<file path="config.mk">
export PLATFORM = sky130hd
export DESIGN_NAME = ev_injector
export DESIGN_NICKNAME = d
export VERILOG_FILES = /design/src/rtl/ev_injector.sv
export SDC_FILE = /design/constraint.sdc
export NUM_CORES = 1
export LEC_CHECK = 0
export CORE_UTILIZATION = 25
export CTS_CLUSTER_SIZE = 30
export DETAILED_ROUTE_END_ITERATION = 10
export GPL_TIMING_DRIVEN = 0
export MAX_ROUTING_LAYER = met4
export PLACE_DENSITY_LB_ADDON = 0.08
export RECOVER_POWER = 50
export SETUP_SLACK_MARGIN = 0.2
export SLEW_MARGIN = 20
export SYNTH_ARGS = -nofsm -noshare
export SYNTH_HDL_FRONTEND = slang
export SYNTH_SLANG_ARGS = --single-unit
export TNS_END_PERCENT = 5
</file>
<file path="constraint.sdc">
create_clock -name evgTxClk -period 2.6 [get_ports evgTxClk]
set_input_delay 0.65 -clock evgTxClk [delete_from_list [all_inputs] [get_ports evgTxClk]]
set_output_delay 0.65 -clock evgTxClk [all_outputs]
set_load 0.05 [all_outputs]
</file>
<file path="src/rtl/ev_injector.sv">
// Event-code injector: queues software event codes and substitutes them into
// free (non-K, null) event slots of the EVG transmit stream, one cycle latency.
module ev_injector #(
    parameter int    FIFO_AW = 4,
    parameter string DEBUG   = "false"
) (
    input  logic                 evgTxClk,
    input  logic                 evgTxReset,
    input  logic                 wrStrobe,
    input  logic [7:0]           wrCode,
    input  logic                 clearOverflow,
    input  logic [1:0]           evInCharIsK,
    input  logic [15:0]          evInData,
    output logic [1:0]           evOutCharIsK,
    output logic [15:0]          evOutData,
    output logic                 wrFull,
    output logic                 overflow,
    output logic [FIFO_AW:0]     fifoCount,
    output logic [15:0]          injectCount
);

    localparam int               DEPTH      = 2 ** FIFO_AW;
    localparam logic [FIFO_AW:0] FULL_COUNT = (FIFO_AW + 1)'(DEPTH);

    logic [7:0]         fifoMem [DEPTH];
    logic [FIFO_AW-1:0] wrPtr;
    logic [FIFO_AW-1:0] rdPtr;
    logic [FIFO_AW:0]   countNext;
    logic               slotFree;
    logic               fifoEmpty;
    logic               fifoFullNow;
    logic               codeValid;
    logic               doPush;
    logic               doPop;
    logic               doDrop;
    logic [7:0]         headCode;
    logic [7:0]         lowByte;

    assign slotFree    = ~evInCharIsK[0] && (evInData[7:0] == 8'h00);
    assign fifoEmpty   = (fifoCount == '0);
    // Fullness uses the pre-cycle count, so a same-cycle pop never rescues a write.
    assign fifoFullNow = (fifoCount == FULL_COUNT);
    assign codeValid   = wrStrobe && (wrCode != 8'h00);
    assign doPush      = codeValid && !fifoFullNow;
    assign doDrop      = codeValid && fifoFullNow;
    assign doPop       = slotFree && !fifoEmpty;

    assign headCode = fifoMem[rdPtr];
    assign lowByte  = doPop ? headCode : evInData[7:0];

    always_comb begin
        countNext = fifoCount;
        if (doPush && !doPop) begin
            countNext = fifoCount + 1'b1;
        end else if (doPop && !doPush) begin
            countNext = fifoCount - 1'b1;
        end
    end

    // FIFO storage carries data only; pointers and count define its validity.
    always_ff @(posedge evgTxClk) begin
        if (doPush) begin
            fifoMem[wrPtr] <= wrCode;
        end
    end

    // Output stage: stream registers and status, one edge after sampling.
    always_ff @(posedge evgTxClk or posedge evgTxReset) begin
        if (evgTxReset) begin
            evOutData    <= '0;
            evOutCharIsK <= '0;
            wrPtr        <= '0;
            rdPtr        <= '0;
            fifoCount    <= '0;
            wrFull       <= 1'b0;
            overflow     <= 1'b0;
            injectCount  <= '0;
        end else begin
            evOutData    <= {evInData[15:8], lowByte};
            evOutCharIsK <= evInCharIsK;
            if (doPush) begin
                wrPtr <= wrPtr + 1'b1;
            end
            if (doPop) begin
                rdPtr       <= rdPtr + 1'b1;
                injectCount <= injectCount + 16'd1;
            end
            fifoCount <= countNext;
            wrFull    <= (countNext == FULL_COUNT);
            if (doDrop) begin
                overflow <= 1'b1;
            end else if (clearOverflow) begin
                overflow <= 1'b0;
            end
        end
    end

    generate
        if (DEBUG == "true") begin : gDebug
            (* mark_debug = "true" *) logic [FIFO_AW-1:0] dbgWrPtr;
            (* mark_debug = "true" *) logic [FIFO_AW-1:0] dbgRdPtr;
            (* mark_debug = "true" *) logic               dbgPop;
            (* mark_debug = "true" *) logic               dbgPush;
            assign dbgWrPtr = wrPtr;
            assign dbgRdPtr = rdPtr;
            assign dbgPop   = doPop;
            assign dbgPush  = doPush;
        end
    endgenerate

endmodule

</file>
; ---- Word level (Yosys, flattened, before mapping)
; Memory sizes are Yosys's and may differ from the RTL's.
; Index checks and enable logic that the tools add are counted.
; W data, S select, Z words.
[classes]
addsub = 5
n_eq_ne = 2
mux = 7
n_bitwise = 1
reduce_logical = 15
[op_table]
columns = cell, n
row1 = $add A16 B1 Y16 const B, 1
row2 = $eq A5 B5 Y1 const B, 2
row3 = $mux W5, 2
row4 = $add A4 B1 Y4 const B, 2
row5 = $logic_not A8 Y1, 1
row6 = $mux W8, 1
row7 = $reduce_bool A8 Y1, 1
row8 = $logic_and A1 B1 Y1, 7
row9 = $add A5 B1 Y5 const B, 1
row10 = $logic_not A5 Y1, 1
row11 = $sub A5 B1 Y5 const B, 1
row12 = $logic_not A1 Y1, 4
row13 = $mux W1, 4
row14 = $reduce_bool A2 Y1, 1
row15 = $not A1 Y1, 1
[totals]
reg_bits = 49
ramBits = 128
in_bits = 30
out_inout_bits = 41
word_cells = 39
n_memories = 1
[memory_table]
columns = memory, words, word_bits, rd, rd_clocked_by_memory_dff, write_ports, line_no
row1 = fifoMem, 16, 8, 1, 0, 1, 25  ; logic [7:0] fifoMem [DEPTH];

; ---- Logic depth before layout (Yosys ltp)
; Gate-level depths: netlist (run 1).
[depth]
depth_word = 8
depth_mapped = 9
ltp_nobuf = 8

; ---- Worst setup path after synthesis (run 1)
; No wires, ideal clock.
[synth_timing]
path_kind = register to register
startpoint = register fifoCount[0]
endpoint = memory fifoMem[7][0], enable pin
setup_ns = 0.332
t_arrival_ns = 2.293
required_time_ns = 2.268
slack_ns = -0.024
stages_incl_launch_ff = 10
path_buffers = 1
period_less_slack_ns = 2.624
path_cell_list = dfrtp_1 inv_1 ha_1 nor3b_2 and2_1 nor2_1 clkbuf_1 nand2_1 nor2_1 and2_1
[synth_via]
elab_chain_cells = 5
[synth_lines]
columns = item, line_no
row1 = from (decl), 18  ; output logic [FIFO_AW:0] fifoCount,
row2 = from (signal assigned), 88  ; fifoCount <= countNext;
row3 = $eq A5 B5 Y1, 42  ; assign fifoFullNow = (fifoCount == FULL_COUNT);
row4 = $logic_not A1 Y1, 44  ; assign doPush = codeValid && !fifoFullNow;
row5 = $logic_and A1 B1 Y1, 44
row6 = $mux W1, 62  ; if (doPush) begin
row7 = $mux W1 (not written as such), 63  ; fifoMem[wrPtr] <= wrCode;
row8 = to (decl), 25
; No other way between the ends.

; ---- Final worst setup path (run 1)
[layout_timing]
startpoint = register rdPtr[1]
endpoint = register evOutData[7]
[layout_via]
elab_chain_cells = 2
[layout_lines]
columns = item, line_no
row1 = from (decl), 27  ; logic [FIFO_AW-1:0] rdPtr;
row2 = from (signal assigned), 85  ; rdPtr <= rdPtr + 1'b1;
row3 = $mem_v2 Z16 W8, n/a
row4 = $mux W8, 49  ; assign lowByte = doPop ? headCode : evInData[7:0];
row5 = via lowByte[7], 37  ; logic [7:0] lowByte;
row6 = to (signal assigned), 79  ; evOutData <= {evInData[15:8], lowByte};
row7 = to (decl), 15  ; output logic [15:0] evOutData,
; The timed path passes the listed nets, and every way through them passes these cells.
; A chain may end at the register's enable or synchronous reset.

==> flow_metrics.py, run 1 <==
metrics = {
    "global_route": {
        "grt_overflow": 0,
        "gr-usage-all-layers_pct": 12.9,
        "grt_pass1_vias": 3859,
        "grt_max_degree": 32,
        "grt_pass1_wl_mm": 25.3,
        "antenna_found_initial": 0,
    },
    "sta": {
        "rsz0062_at_grt": "yes",
        "tightest_slew_ns": 0.804,
        "report.final.setup_viol": 0,
        "worst_hold_slack_ns": 0.478,
        "period_needed_ns": 2.44,
        "hold_viol_final": 0,
        "clock-skew-final_ns": 0.0105,
        "fmax_mhz": 409,
        "setup_ws_ns": 0.157,
        "finalCritPeriodShare_pct": 94.0,
        "slew_headroom_pct": 46.4,
        "setup_tns_ns": 0,
        "slew_viol_final": 0,
    },
    "floorplan": {
        "rows": 60,
        "die_h_um": 170,
        "io_pins": 71,
        "fp.dieW_um": 170,
        "core_area_um2": 27300,
        "start_util_pct": 25.7,
        "die_area_um2": 28700,
    },
    "yosys": {
        "synth-simple-area-share_pct": 6.76,
        "ys_types": 41,
        "synth_edf_count": 128,
        "synth-compound-area-share_pct": 2.44,
        "yosysTopAreaCell": "edfxtp_1",
        "synth-main-ff-cell": "edfxtp_1",
        "syn_area_per_cell_um2": 18.9,
        "syn_area_um2": 7020,
        "synth_top_area_share_pct": 54.8,
        "synth.top_cells.by_area": "edfxtp_1, dfrtp_1, mux4_2, xnor2_1, ha_1",
        "ys_ff_latch": 177,
        "syn_nets": 410,
        "async_flop_share_pct": 27.7,
        "syn_inst": 372,
        "synthMuxAreaShare_pct": 13.0,
        "yosysWarnings": 0,
        "synth_top_family_by_area": "multiplexers",
        "synth_xor_area_share_pct": 2.98,
        "synthTopCellsByCount": "edfxtp_1, dfrtp_1, mux4_2, nand2_1, xnor2_1",
        "ys_seq_area_share_pct": 72.3,
        "synth_fa_ha_area_share_pct": 1.43,
        "post-synth-top-count-cell": "edfxtp_1",
    },
    "setup_path": {
        "reg2reg_to": "evOutData[7]",
        "timing.rr.start": "rdPtr[1]",
        "crit_cells": 5,
        "cpMostUsedCell": "mux4_2",
        "crit_slowest_cell": "mux4_2",
        "path_delay_family": "multiplexers",
        "critPathBufInv": 2,
        "path_class": "reg -> reg",
        "reg2reg_depth": 5,
        "setup.worst_path.end_class": "flop",
        "worstPathCellList": "clkbuf_1 > clkbuf_2 > mux4_2 > mux4_2 > a21o_1",
        "r2r_slack_ns": 0.16,
        "crit_required_ns": 2.92,
        "critPathMaxStageDelay_ns": 0.53,
        "crit_arrival_ns": 2.76,
        "worst_setup_path_start_kind": "flop",
        "worstSetupStartpoint": "rdPtr[1]",
        "crit_path_max_fanout": 10,
        "crit_end": "evOutData[7]",
    },
    "clock_tree": {
        "cts_tree": "yes",
        "clock_latency_ns": 0.43,
        "clk_pin_slew_ns": 0.07,
        "cts_buffer_depth": 2,
        "cts_sinks": 177,
        "htree_levels": 4,
        "clockRootBuffer": "clkbuf_16",
        "cts_hold_buf": 0,
        "post_cts_buffers": 0,
        "cts_made_buffers": 17,
    },
    "final_layout": {
        "seq_area_um2": 5070,
        "n_antenna_cell": 0,
        "drive_gt1_share_pct": 25.3,
        "area_growth_pct": 26.2,
        "multiInputGateArea_um2": 1910,
        "finalNonFillerCells": 847,
        "final_net_count": 500,
        "final_cell_area_um2": 8860,
        "fillerInstances": 2634,
    },
    "detailed_routing": {
        "drc": 0,
        "wire_per_inst_um": 19.9,
        "drt_pre_antenna_iters": 4,
        "viasPerCell": 4.26,
        "drt-initial-drc-count": 179,
        "routed-via-count": 3605,
        "final_antenna_net_count": 0,
        "wirelength_mm": 16.8,
    },
    "placed_design": {
        "routabilityCongestion": 0.707,
        "portBuffers": 70,
        "place_ws_ns": -1.18,
        "dpl_cell_area_um2": 8210,
        "dp_hpwl_mm": 11.7,
        "dp.cells": 815,
    },
    "pwr": {
        "power.leakage_nw": 3.07,
        "seqPwrFrac_pct": 47.6,
        "combPwrFrac_pct": 17.4,
        "peakVddDrop_mv": 0.438,
        "clkPwrFrac_pct": 35.0,
        "power_density_nw_per_um2": 825,
        "internal_power_mw": 5.11,
        "p_sw_mw": 2.19,
        "switching_share_pct": 30.0,
    },
    "outcome": {
        "outcome": "finished clean",
    },
    "hold_path": {
        "hold_path_class": "reg -> reg",
    },
    "run": {
        "max_cap_viol_count": 0,
    },
}
==> what timing repair did <==
item,in CTS,in global routing
resized for setup,47,13
hold endpoints to repair,0,0
pin swaps,1,1
cloned,0,0
endpoints found under the setup margin,163,159
==> through the flow <==
step | total power, mW | util, %
2_1_floorplan | 4.33 | -
3_3_place_gp | 4.81 | 30.0
3_5_place_dp | 4.82 | 30.1
4_1_cts | 7.42 | 32.5
5_1_grt | 7.64 | 32.5
6_report | 7.30 | 32.5
==> flip-flops by register name, summed over array words and instances, names as in the netlist <==
name,cells
rdPtr,4
injectCount,16
fifoMem,128
wrFull,1
evOutCharIsK,2
fifoCount,5
overflow,1
evOutData,16
wrPtr,4
==> power groups by stage <==
stage | Sequential (mW) | Combinational [mW] | Clock, mW
floorplan | 3.73 | 0.603 | 0
global placement | 3.53 | 1.28 | 0
detailed placement | 3.54 | 1.28 | 0
CTS | 3.48 | 1.30 | 2.64
global route | 3.51 | 1.39 | 2.75
finish | 3.47 | 1.27 | 2.56
==> per-layer routing <==
metal / track usage, % / part of all wire [%] / up-vias
met5: - / 0 / -
met4: 3.76 / 0.86 / 0
met3: 3.01 / 3.3 / 7
met2: 20.5 / 49 / 88
met1: 16.4 / 47 / 1873
li1: - / - / 1637
==> cell type report <==
| class | instances | share of cell area [%] |
|---|---|---|
| multi-input combinational | 175 | 21.5 |
| buffer | 13 | 0.890 |
| timing repair buffer | 71 | 7.98 |
| inverter | 7 | 0.297 |
| clock buffer | 17 | 4.80 |
| tap | 372 | 5.25 |
| clock inverter | 15 | 1.96 |
| sequential | 177 | 57.3 |
==> cell families after synthesis <==
group	count (synthesis)
fa+ha+maj	8
xor+xnor	23
compound gates	19
flops	177
buf+inv	20
simple gates	84
mux	41
==> layout by cell type (no fill, tap or decap), drive strengths merged, types with 2 or more instances in the layout <==
cell type,instances
ha,8
nor2,12
nor4,2
clkbuf,25
a211oi,2
xor2,7
nand2,17
edfxtp,128
buf,6
clkdlybuf4s50,50
nand4,6
and3,7
or4,2
a21o,8
a22oi,2
and2,14
and4,4
xnor2,16
nand2b,3
o21ai,4
clkdlybuf4s15,7
nor3,5
inv,14
clkinv,6
clkinvlp,2
nand3b,2
nor3b,2
dfrtp,49
mux4,40
dlygate4sd3,11
nand3,7
==> how the worst min path moves through the flow <==
stage,to,start,cells after the start,slack [ns]
after global routing,injectCount[15],injectCount[15],1,0.50
after CTS,injectCount[15],injectCount[15],1,0.48
after detailed placement,injectCount[15],injectCount[15],1,0.47
after floorplan,wrPtr[3],wrPtr[3],1,0.53
after global placement,injectCount[15],injectCount[15],1,0.46
final,injectCount[15],injectCount[15],1,0.48
(Power assumes the default switching activity.)
==> run 2: changes to the inputs <==
--- a/config.mk
+++ b/config.mk
@@ -5,13 +5,16 @@
 export SDC_FILE = /design/constraint.sdc
 export NUM_CORES = 1
 export LEC_CHECK = 0
+export CELL_PAD_IN_SITES_DETAIL_PLACEMENT = 1
+export CELL_PAD_IN_SITES_GLOBAL_PLACEMENT = 1
 export CORE_UTILIZATION = 25
+export CTS_CLUSTER_DIAMETER = 80
 export CTS_CLUSTER_SIZE = 30
 export DETAILED_ROUTE_END_ITERATION = 10
 export GPL_TIMING_DRIVEN = 0
 export MAX_ROUTING_LAYER = met4
 export PLACE_DENSITY_LB_ADDON = 0.08
-export RECOVER_POWER = 50
+export RECOVER_POWER = 100
 export SETUP_SLACK_MARGIN = 0.2
 export SLEW_MARGIN = 20
 export SYNTH_ARGS = -nofsm -noshare
==> run 2 against run 1 <==
  * Die area stayed put
  * Setup slack got worse by 0.048 ns
  * Core utilization is 0.092 points higher
  * Final cell count did not move
  * Maximum frequency shrank 1.9%
  * Sequential power is essentially flat
  * Sequential share of layout area fell by 0.16 points
  * Non-clock buffer count unchanged
  * Count of clock-buffer cells in the layout did not move
  * Hold slack worse by 0.017 ns
==> flow_metrics.py, run 2 (synthesis results as in run 1) <==
metrics = {
    "outcome": {
        "outcome": "finished clean",
    },
    "sta": {
        "report.final.setup_viol": 0,
        "slew_headroom_pct": 44.2,
        "setup_tns_ns": 0,
        "setup_ws_ns": 0.109,
        "slew_viol_final": 0,
        "finalCritPeriodShare_pct": 95.8,
        "tightest_slew_ns": 0.837,
        "worst_hold_slack_ns": 0.460,
        "rsz0062_at_grt": "yes",
        "hold_viol_final": 0,
        "clock-skew-final_ns": 0.0135,
        "fmax_mhz": 401,
        "period_needed_ns": 2.49,
    },
    "setup_path": {
        "timing.rr.start": "rdPtr[2]",
        "path_delay_family": "simple AND/OR/NAND/NOR gates",
        "worst_setup_path_start_kind": "input port",
        "worstSetupStartpoint": "wrCode[1]",
        "critPathMaxStageDelay_ns": 0.64,
        "setup.worst_path.end_class": "flop",
        "path_class": "in -> reg",
        "reg2reg_to": "evOutData[4]",
        "crit_slowest_cell": "or4_4",
        "reg2reg_depth": 5,
        "worstPathCellList": "clkdlybuf4s15_2 > or4_4 > o21a_1 > a211oi_4 > a22oi_2 > xnor2_2 > nor4_2",
        "r2r_slack_ns": 0.18,
        "crit_path_max_fanout": 17,
        "crit_arrival_ns": 2.83,
        "crit_required_ns": 2.94,
        "critPathBufInv": 1,
        "crit_end": "wrFull",
        "crit_cells": 7,
    },
    "hold_path": {
        "hold_path_class": "reg -> reg",
    },
    "detailed_routing": {
        "viasPerCell": 4.36,
        "final_antenna_net_count": 0,
        "top_layer": "met4",
        "drt-initial-drc-count": 210,
        "wl_met1_mm": 7.87,
        "wirelength_mm": 17.1,
        "wire_per_inst_um": 20.2,
        "dr_wl_met3_um": 423,
        "wl_met2_mm": 8.57,
        "drc": 0,
        "routed-via-count": 3693,
        "drt_pre_antenna_iters": 4,
    },
    "placed_design": {
        "dp_hpwl_mm": 12.0,
        "dp.cells": 815,
        "place_ws_ns": -1.28,
        "portBuffers": 70,
        "routabilityCongestion": 0.718,
    },
    "pwr": {
        "p_sw_mw": 2.20,
        "combPwrFrac_pct": 17.1,
        "p_total_mw": 7.38,
        "power_density_nw_per_um2": 831,
        "switching_share_pct": 29.8,
        "peakVddDrop_mv": 0.418,
        "internal_power_mw": 5.18,
        "seqPwrFrac_pct": 47.2,
        "power.leakage_nw": 3.15,
        "clkPwrFrac_pct": 35.7,
    },
    "clock_tree": {
        "cts_made_buffers": 17,
        "cts_buffer_depth": 2,
        "cts_tree": "yes",
        "cts_hold_buf": 0,
        "clk_pin_slew_ns": 0.07,
        "post_cts_buffers": 0,
        "clock_latency_ns": 0.43,
        "htree_levels": 4,
        "cts_sinks": 177,
        "clockRootBuffer": "clkbuf_16",
    },
    "floorplan": {
        "start_util_pct": 25.7,
        "core_area_um2": 27300,
        "rows": 60,
        "die_area_um2": 28700,
        "fp.dieW_um": 170,
        "die_h_um": 170,
        "io_pins": 71,
    },
    "global_route": {
        "grt_overflow": 0,
        "grt_pass1_wl_mm": 26.0,
        "gr-usage-all-layers_pct": 13.2,
        "grt_max_degree": 33,
        "grt_pass1_vias": 4004,
        "antenna_found_initial": 0,
    },
    "run": {
        "max_cap_viol_count": 0,
    },
    "final_layout": {
        "largest_register_ffs": 128,
        "finalNonFillerCells": 847,
        "top_regs": "fifoMem x128, evOutData x16, injectCount x16",
        "n_antenna_cell": 0,
        "final_net_count": 500,
        "layout_common_cells": "edfxtp_1, dlygate4sd3_1, dfrtp_1, mux4_2",
        "drive_gt1_share_pct": 25.5,
        "regMostFlops": "fifoMem",
        "layout_commonest_cell": "edfxtp_1",
        "area_growth_pct": 26.6,
    },
}
run 2: power by group through the flow:
stage | sequential (mW) | clock, mW | combinational, mW
floorplan | 3.73 | 0 | 0.603
global placement | 3.53 | 0 | 1.28
detailed placement | 3.55 | 0 | 1.30
CTS | 3.49 | 2.73 | 1.32
global route | 3.52 | 2.82 | 1.37
finish | 3.48 | 2.64 | 1.26
run 2: worst min path at each step:
stage / startpoint / to / slack [ns] / cells past startpoint
after floorplan: wrPtr[3] / wrPtr[3] / 0.53 / 1
after global placement: injectCount[15] / injectCount[15] / 0.46 / 1
after detailed placement: injectCount[15] / injectCount[15] / 0.46 / 1
after CTS: injectCount[15] / injectCount[15] / 0.48 / 1
after global routing: injectCount[15] / injectCount[15] / 0.50 / 1
final: injectCount[15] / injectCount[15] / 0.46 / 1
run 2: cell type report:
class,instances,area [um^2]
well taps,372,465
multi-input cells,175,1920
fillers,2759,18400
repair buffers,71,702
clock buffers,17,425
flip-flops and latches,177,5070
plain buffers,13,82.6
inverters,7,26.3
clock inverters,15,189
run 2: what timing repair did:
| item | CTS | global route |
|---|---|---|
| setup endpoints to repair | 166 | 158 |
| resized for setup | 52 | 11 |
| pin swaps | 1 | 0 |
run 2: layer usage:
layer  global-route usage, %  vias to the layer above
met4                    4.47                        0
met1                    16.8                     1966
met3                    2.22                       19
met5                       -                        -
met2                    21.4                       71
li1                        -                     1637
run 2: per-stage QoR:
step / utilization, % / cell area (um^2)
5_1_grt: 32.6 / 8880
3_3_place_gp: 30.0 / 8190
6_report: 32.6 / 8880
3_5_place_dp: 30.1 / 8210
2_1_floorplan: - / 7020
4_1_cts: 32.5 / 8870
